### src/rtl/spi_master.sv
// spi_master: mode-0 SPI bus initiator, one BufferSize-bit word per transfer, MSB first.
// Optional word chaining with ss held low is enabled by defining SPI_MASTER_BURST_EN.
`default_nettype none

module spi_master #(
  parameter int BufferSize   = 8,
  parameter int ClockDivider = 4
) (
  input  logic                  clk,
  input  logic                  resetN,
  input  logic                  start,
  input  logic [BufferSize-1:0] txData,
`ifdef SPI_MASTER_BURST_EN
  input  logic                  keepSelected,
`endif
  output logic [BufferSize-1:0] rxData,
  output logic                  busy,
  output logic                  done,
  output logic                  sck,
  output logic                  ss,
  output logic                  mosi,
  input  logic                  miso
);

  localparam int          CntW     = $clog2(BufferSize + 1);
  localparam logic [15:0] DivLast  = 16'(ClockDivider - 1);
  localparam logic [CntW-1:0] LastBit = CntW'(BufferSize);

`ifdef SPI_MASTER_BURST_EN
  typedef enum logic [2:0] {
    IDLE    = 3'd0,
    SETUP   = 3'd1,
    HIGH    = 3'd2,
    LOW     = 3'd3,
    HOLD    = 3'd4,
    GAP     = 3'd5,
    CHAINED = 3'd6
  } state_t;
`else
  typedef enum logic [2:0] {
    IDLE  = 3'd0,
    SETUP = 3'd1,
    HIGH  = 3'd2,
    LOW   = 3'd3,
    HOLD  = 3'd4,
    GAP   = 3'd5
  } state_t;
`endif

  state_t                state;
  logic [15:0]           div_cnt;
  logic [CntW-1:0]       bit_cnt;
  logic [BufferSize-1:0] tx_sr;
  logic [BufferSize-1:0] rx_sr;
  logic                  div_end;
`ifdef SPI_MASTER_BURST_EN
  // Set when HOLD is entered from CHAINED: that word was already reported.
  logic                  quiet;
`endif

  assign div_end = (div_cnt == DivLast);

  always_ff @(posedge clk or negedge resetN) begin
    if (!resetN) begin
      state   <= IDLE;
      div_cnt <= 16'd0;
      bit_cnt <= '0;
      tx_sr   <= '0;
      rx_sr   <= '0;
      rxData  <= '0;
      busy    <= 1'b0;
      done    <= 1'b0;
      sck     <= 1'b0;
      ss      <= 1'b1;
      mosi    <= 1'b0;
`ifdef SPI_MASTER_BURST_EN
      quiet   <= 1'b0;
`endif
    end else begin
      done <= 1'b0;
      case (state)
        IDLE: begin
          if (start) begin
            tx_sr   <= txData;
            mosi    <= txData[BufferSize-1];
            ss      <= 1'b0;
            busy    <= 1'b1;
            div_cnt <= 16'd0;
            bit_cnt <= '0;
            state   <= SETUP;
          end
        end

        // Both phases end on the edge that raises sck and samples miso.
        SETUP, LOW: begin
          if (div_end) begin
            div_cnt <= 16'd0;
            sck     <= 1'b1;
            rx_sr   <= {rx_sr[BufferSize-2:0], miso};
            bit_cnt <= bit_cnt + CntW'(1);
            state   <= HIGH;
          end else begin
            div_cnt <= div_cnt + 16'd1;
          end
        end

        HIGH: begin
          if (div_end) begin
            div_cnt <= 16'd0;
            sck     <= 1'b0;
            if (bit_cnt == LastBit) begin
`ifdef SPI_MASTER_BURST_EN
              if (keepSelected) begin
                rxData <= rx_sr;
                done   <= 1'b1;
                busy   <= 1'b0;
                state  <= CHAINED;
              end else begin
                state  <= HOLD;
              end
`else
              state <= HOLD;
`endif
            end else begin
              tx_sr <= tx_sr << 1;
              mosi  <= tx_sr[BufferSize-2];
              state <= LOW;
            end
          end else begin
            div_cnt <= div_cnt + 16'd1;
          end
        end

        HOLD: begin
          if (div_end) begin
            div_cnt <= 16'd0;
            ss      <= 1'b1;
            mosi    <= 1'b0;
`ifdef SPI_MASTER_BURST_EN
            if (!quiet) begin
              rxData <= rx_sr;
              done   <= 1'b1;
            end
            quiet <= 1'b0;
`else
            rxData <= rx_sr;
            done   <= 1'b1;
`endif
            state <= GAP;
          end else begin
            div_cnt <= div_cnt + 16'd1;
          end
        end

        GAP: begin
          if (div_end) begin
            div_cnt <= 16'd0;
            busy    <= 1'b0;
            state   <= IDLE;
          end else begin
            div_cnt <= div_cnt + 16'd1;
          end
        end

`ifdef SPI_MASTER_BURST_EN
        CHAINED: begin
          if (start) begin
            tx_sr   <= txData;
            mosi    <= txData[BufferSize-1];
            busy    <= 1'b1;
            div_cnt <= 16'd0;
            bit_cnt <= '0;
            state   <= SETUP;
          end else if (!keepSelected) begin
            busy    <= 1'b1;
            div_cnt <= 16'd0;
            quiet   <= 1'b1;
            state   <= HOLD;
          end
        end
`endif

        default: state <= IDLE;
      endcase
    end
  end

endmodule

`default_nettype wire

### config.mk
export PLATFORM = sky130hd
export DESIGN_NAME = spi_master
export DESIGN_NICKNAME = d
export VERILOG_FILES = /design/src/rtl/spi_master.sv
export SDC_FILE = /design/constraint.sdc
export NUM_CORES = 1
export LEC_CHECK = 0
export BUFFER_PORTS_ARGS = -buffer_cell sky130_fd_sc_hd__clkbuf_2
export CAP_MARGIN = 10
export CORE_UTILIZATION = 50
export CTS_BUF_LIST = sky130_fd_sc_hd__clkbuf_8
export DETAILED_ROUTE_END_ITERATION = 8
export GPL_ROUTABILITY_DRIVEN = 0
export PLACE_DENSITY_LB_ADDON = 0.12
export SETUP_SLACK_MARGIN = 0.1
export SLEW_MARGIN = 20
export SYNTH_ARGS = -nofsm -noshare
export SYNTH_HDL_FRONTEND = slang
export SYNTH_SLANG_ARGS = --single-unit
### constraint.sdc
create_clock -name clk -period 2.7 [get_ports clk]
set_input_delay 0.135 -clock clk [delete_from_list [all_inputs] [get_ports clk]]
set_output_delay 0.135 -clock clk [all_outputs]
set_load 0.02 [all_outputs]
-- After elaboration in Yosys (flattened, before gate mapping)
Cells that the tools add are included.
- word-level logic and storage cells: 76
- bits of input ports: 12
- bits in registers: 51
- reductions and logical operators: 20
- mux-type cells: 30
- equal/unequal tests: 13
- add/subtract/negate cells: 2
- operators with widths (kind ; number):
    2-to-1 mux 16 bit ; 2
    one-hot mux 16 bit (2 select lines) ; 1
    2-to-1 mux 7 bit ; 3
    2-to-1 mux 3 bit ; 6
    adder 16 x 1 -> 16 bit, second input constant ; 1
    equality test 16 x 2 -> 1 bit, second input constant ; 1
    one-hot mux 3 bit (5 select lines) ; 1
    one-hot mux 7 bit (2 select lines) ; 1
    inequality test 2 bit, second input constant ; 6
    AND reduction 3 bit ; 4
    nonzero test 2 bit ; 6
    AND reduction 5 bit ; 2
    2-to-1 mux 1 bit ; 9
    2-to-1 mux 4 bit ; 2
    one-hot mux 4 bit (2 select lines) ; 1
    equality test 3 x 2 -> 1 bit, second input constant ; 2
    equality test 3 bit, second input constant ; 2
    one-hot mux 1 bit (2 select lines) ; 3
    AND reduction 2 bit ; 3
    OR reduction 5 bit ; 1
    adder 4 x 1 -> 4 bit, second input constant ; 1
    equality test 4 bit, second input constant ; 1
    AND reduction 4 bit ; 1
    equality test 3 x 1 -> 1 bit, second input constant ; 1
    4 further kinds ; 4

-- Depth between registers and ports, before layout
- depth after elaboration: 4
- mapped depth: 7
- gate-level depth less buffers: 6

-- Worst setup path before layout
OpenSTA, ideal clock, no wires.
- path type: register to register
- start: reg div_cnt[0]
- end: reg rxData[0]
- cell stages (with the launch flop): 7
- arrival time: 1.766 ns
- period minus slack after synthesis: 1.891 ns
- slack: 0.809 ns
- path through: dfrtp_1 > ha_1 > nor4b_2 > nand4_1 > or3_1 > buf_6 > mux2_4
- longest elaborated chain between the ends: 2
- RTL lines (what ; RTL line ; source):
    start: declaration ; 51 ; logic [15:0] div_cnt;
    start signal: assignment ; 103 ; div_cnt <= div_cnt + 16'd1;
    start signal: assignment ; 130 ; div_cnt <= div_cnt + 16'd1;
    start signal: assignment ; 151 ; div_cnt <= div_cnt + 16'd1;
    equality test 16 x 2 -> 1 bit ; 61 ; assign div_end = (div_cnt == DivLast);
    AND reduction 2 bit (no source line) ; - ;
    end signal: assignment ; 146 ; rxData <= rx_sr;
    end: declaration ; 16 ; output logic [BufferSize-1:0] rxData,
Every way passes these cells.
A chain may end at the register's enable or synchronous reset.

-- Worst setup path after layout
- start: reg div_cnt[0]
- end: reg rxData[2]
The elaborated chain is that of the path after synthesis.

==> reports/summary.txt <==
Outcome - complete, no violations
Fill cells - 471
Final Critical Period - 2250 ps
RSZ-0062 raised after global routing - false
CTS buffer count - 5
Post-synthesis mux area share - 8.01%
Average vias per placed instance - 5.78
Mapped Area - 2630 sq um
Post-synthesis async set-or-reset flop share - 100%
Layout cells sized above 1 - 23.9%
Flop-to-flop setup slack - 450 ps
Syn_area_per_cell - 10.5 sq um
VDD IR max - 209 uV
Busiest grt layer - met2
Final Cycle Share - 83.2%
CTS Buffer Depth - 2
Vias after detailed routing - 1976
Met1 usage - 27.3%
Fin util - 57.0%
Die W - 74.5 microns
Max-Cap Viols - 0
WL final - 5190 microns
Number of global-route vias before repair - 1868
Post-Place Worst Slack - 473 ps
Clock root buffer master - clkbuf_8
Crit path capture - rxData[2]
Clock transition at path regs - 100 ps
Flops & latches, synth - 51
Clk sinks - 51
Worst Setup SP - div_cnt[0]
TritonCTS clock tree - done
Post-synthesis adder-cell area fraction - 1.43%
Detail Route Antenna Nets - 0
DRC - 0
IO Pins - 25
Largest net degree at the start of global routing - 34
Post-synth EDFFs - 0
Cell Area, Placed - 2790 sq um
Antenna violations before repair - 0
Worst reg2reg startpoint - div_cnt[0]
Largest family of logic cells by synthesized area - simple AND/OR/NAND/NOR gates
Post-synth cell types - 53
Die extent in y - 74.5 microns
Post-synthesis compound-gate area fraction - 16.9%
Final hold violations - 0
CP endpoint kind - flop
TritonRoute pass-1 iters - 4
Worst slew margin - 54.4%
Final net count - 286
Fin area - 2890 sq um
CP Class - flop to flop
Met2 usage - 35.3%
Post-Layout Cell Count - 342
Post-DR wirelength/cell - 15.2 microns
Diodes inserted - 0
Syn Nets - 264
Total grt overflow - 0
I/O Buffers - 24
Post-Synth XOR/XNOR Area - 0%
P_leak - 1.32 nW
Area occupied by multi-input gates - 1210 sq um
Clk_lat worst skew - 310 ps
Synthesis-to-layout area growth - 10.1%
Tot GR Track Use - 20.9%
Detailed placement HPWL - 3620 microns
Worst-Margin Slew - 680 ps
Seq. cell area - 1280 sq um
Final setup TNS - 0 ps
Reg2Reg Depth - 5
First-pass GRT wire length - 8800 microns
Post-synthesis cell count - 249
Crit path launch type - flop
Worst R2R End - rxData[2]
Synth Area in Simple Gates - 19.9%
Placed Instances - 333
# setup viols final - 0
Crit path DAT - 2450 ps
P per Cell Area - 435 nW/um^2
Die footprint - 5540 sq um
GR Util met3 - 4.07%
Core Rows - 26
Worst Path Required - 2900 ps
Core Footprint - 5070 sq um
Post-synthesis sequential area ratio - 48.7%
CP max FO - 9
Final worst setup slack - 453 ps
Post-CTS setup buffers - 0
Max Slew Vio Count - 0
Top FF cell, synth - dfrtp_1
Clk_skew - 12.7 ps
Iteration-0 DRC Markers - 92
CTS H-tree lvls - 2
Final Power - 1.26 mW
Starting Density - 51.7%
Hold Crit Class - input pin to flop
Maximum achievable frequency - 445 MHz
WHS - 49.4 ps
Ys Warns - 0
Yosys cell counts (all sizes together) (4+ instances only):
| cell | instances | area share (%) |
|---|---|---|
| a31oi | 12 | 2.9 |
| and3 | 4 | 1.0 |
| and4 | 6 | 2.1 |
| buf | 8 | 2.0 |
| clkbuf | 5 | 0.72 |
| dfrtp | 50 | 48 |
| inv | 17 | 2.4 |
| mux2 | 16 | 8.0 |
| nand2 | 22 | 3.1 |
| nand2b | 7 | 1.7 |
| nand3 | 14 | 2.7 |
| nand4 | 7 | 1.7 |
| nor2 | 5 | 0.81 |
| nor4 | 4 | 1.4 |
| o21ai | 12 | 2.4 |
| o221ai | 6 | 2.0 |
layout by cell type (no fill, tap or decap), types with 4 or more instances in the layout:
cell / count
nand4_1: 7
mux2_2: 8
o21ai_0: 10
nand2b_1: 7
nor2_1: 4
nand2_1: 22
inv_1: 17
mux2_4: 8
clkbuf_8: 5
a31oi_1: 12
dfrtp_1: 50
and4_1: 4
o221ai_1: 6
clkbuf_2: 24
nand3_1: 14
how the worst min path moves through the flow:
stage | startpoint | slack, ps | endpoint | cells past startpoint
floorplan | resetN | -160 | bit_cnt[0] | 0
detailed placement | resetN | 100 | tx_sr[3] | 1
global route | txData[0] | 60 | tx_sr[0] | 3
global placement | resetN | 110 | tx_sr[3] | 1
CTS | txData[3] | 50 | tx_sr[3] | 3
finish | txData[3] | 50 | tx_sr[3] | 3
cells by family (layout without fill, tap and decap cells):
group	Yosys count	after routing
and+or+nand+nor	89	89
AOI/OAI and AO/OA	60	60
DFF	51	51
buffers and inverters	30	53
muxes	16	16
adders and majority gates	3	3
worst max-delay path: stages, from the launching register on:
cell and delay, ps:
dfrtp_1 420, ha_1 240, nor4b_2 280, nand4_1 210, or3_1 600, mux2_4 380
final cells by class:
type / count / share of cell area (%)
clock buffer: 5 / 2.38
clock inverter: 3 / 0.909
inverter: 17 / 2.21
multi-input combinational: 168 / 42.0
sequential: 51 / 44.2
tap: 70 / 3.03
timing repair buffer: 28 / 5.28
state kept, by name, indices dropped and copies added (netlist names):
register  count
ss            1
done          1
tx_sr         7
rx_sr         8
bit_cnt       4
div_cnt      16
mosi          1
busy          1
sck           1
rxData        8
state         3
per-layer routing:
metal / vias to the layer above / share of wire [%]
met4: 0 / 1.0
met1: 975 / 49
met3: 5 / 1.9
met5: - / 0
li1: 978 / -
met2: 18 / 48
report_power, final:
group	internal [mW]	switching (mW)	total [mW]
clock network	0.191	0.277	0.468
logic	0.00881	0.0179	0.0267
registers	0.763	0	0.763
timing repair:
action | 4_1_cts | 5_1_grt
hold endpoints to repair | 17 | 0
hold buffers | 1 | 0
resized for setup | 0 | 0
(Power assumes the default switching activity.)
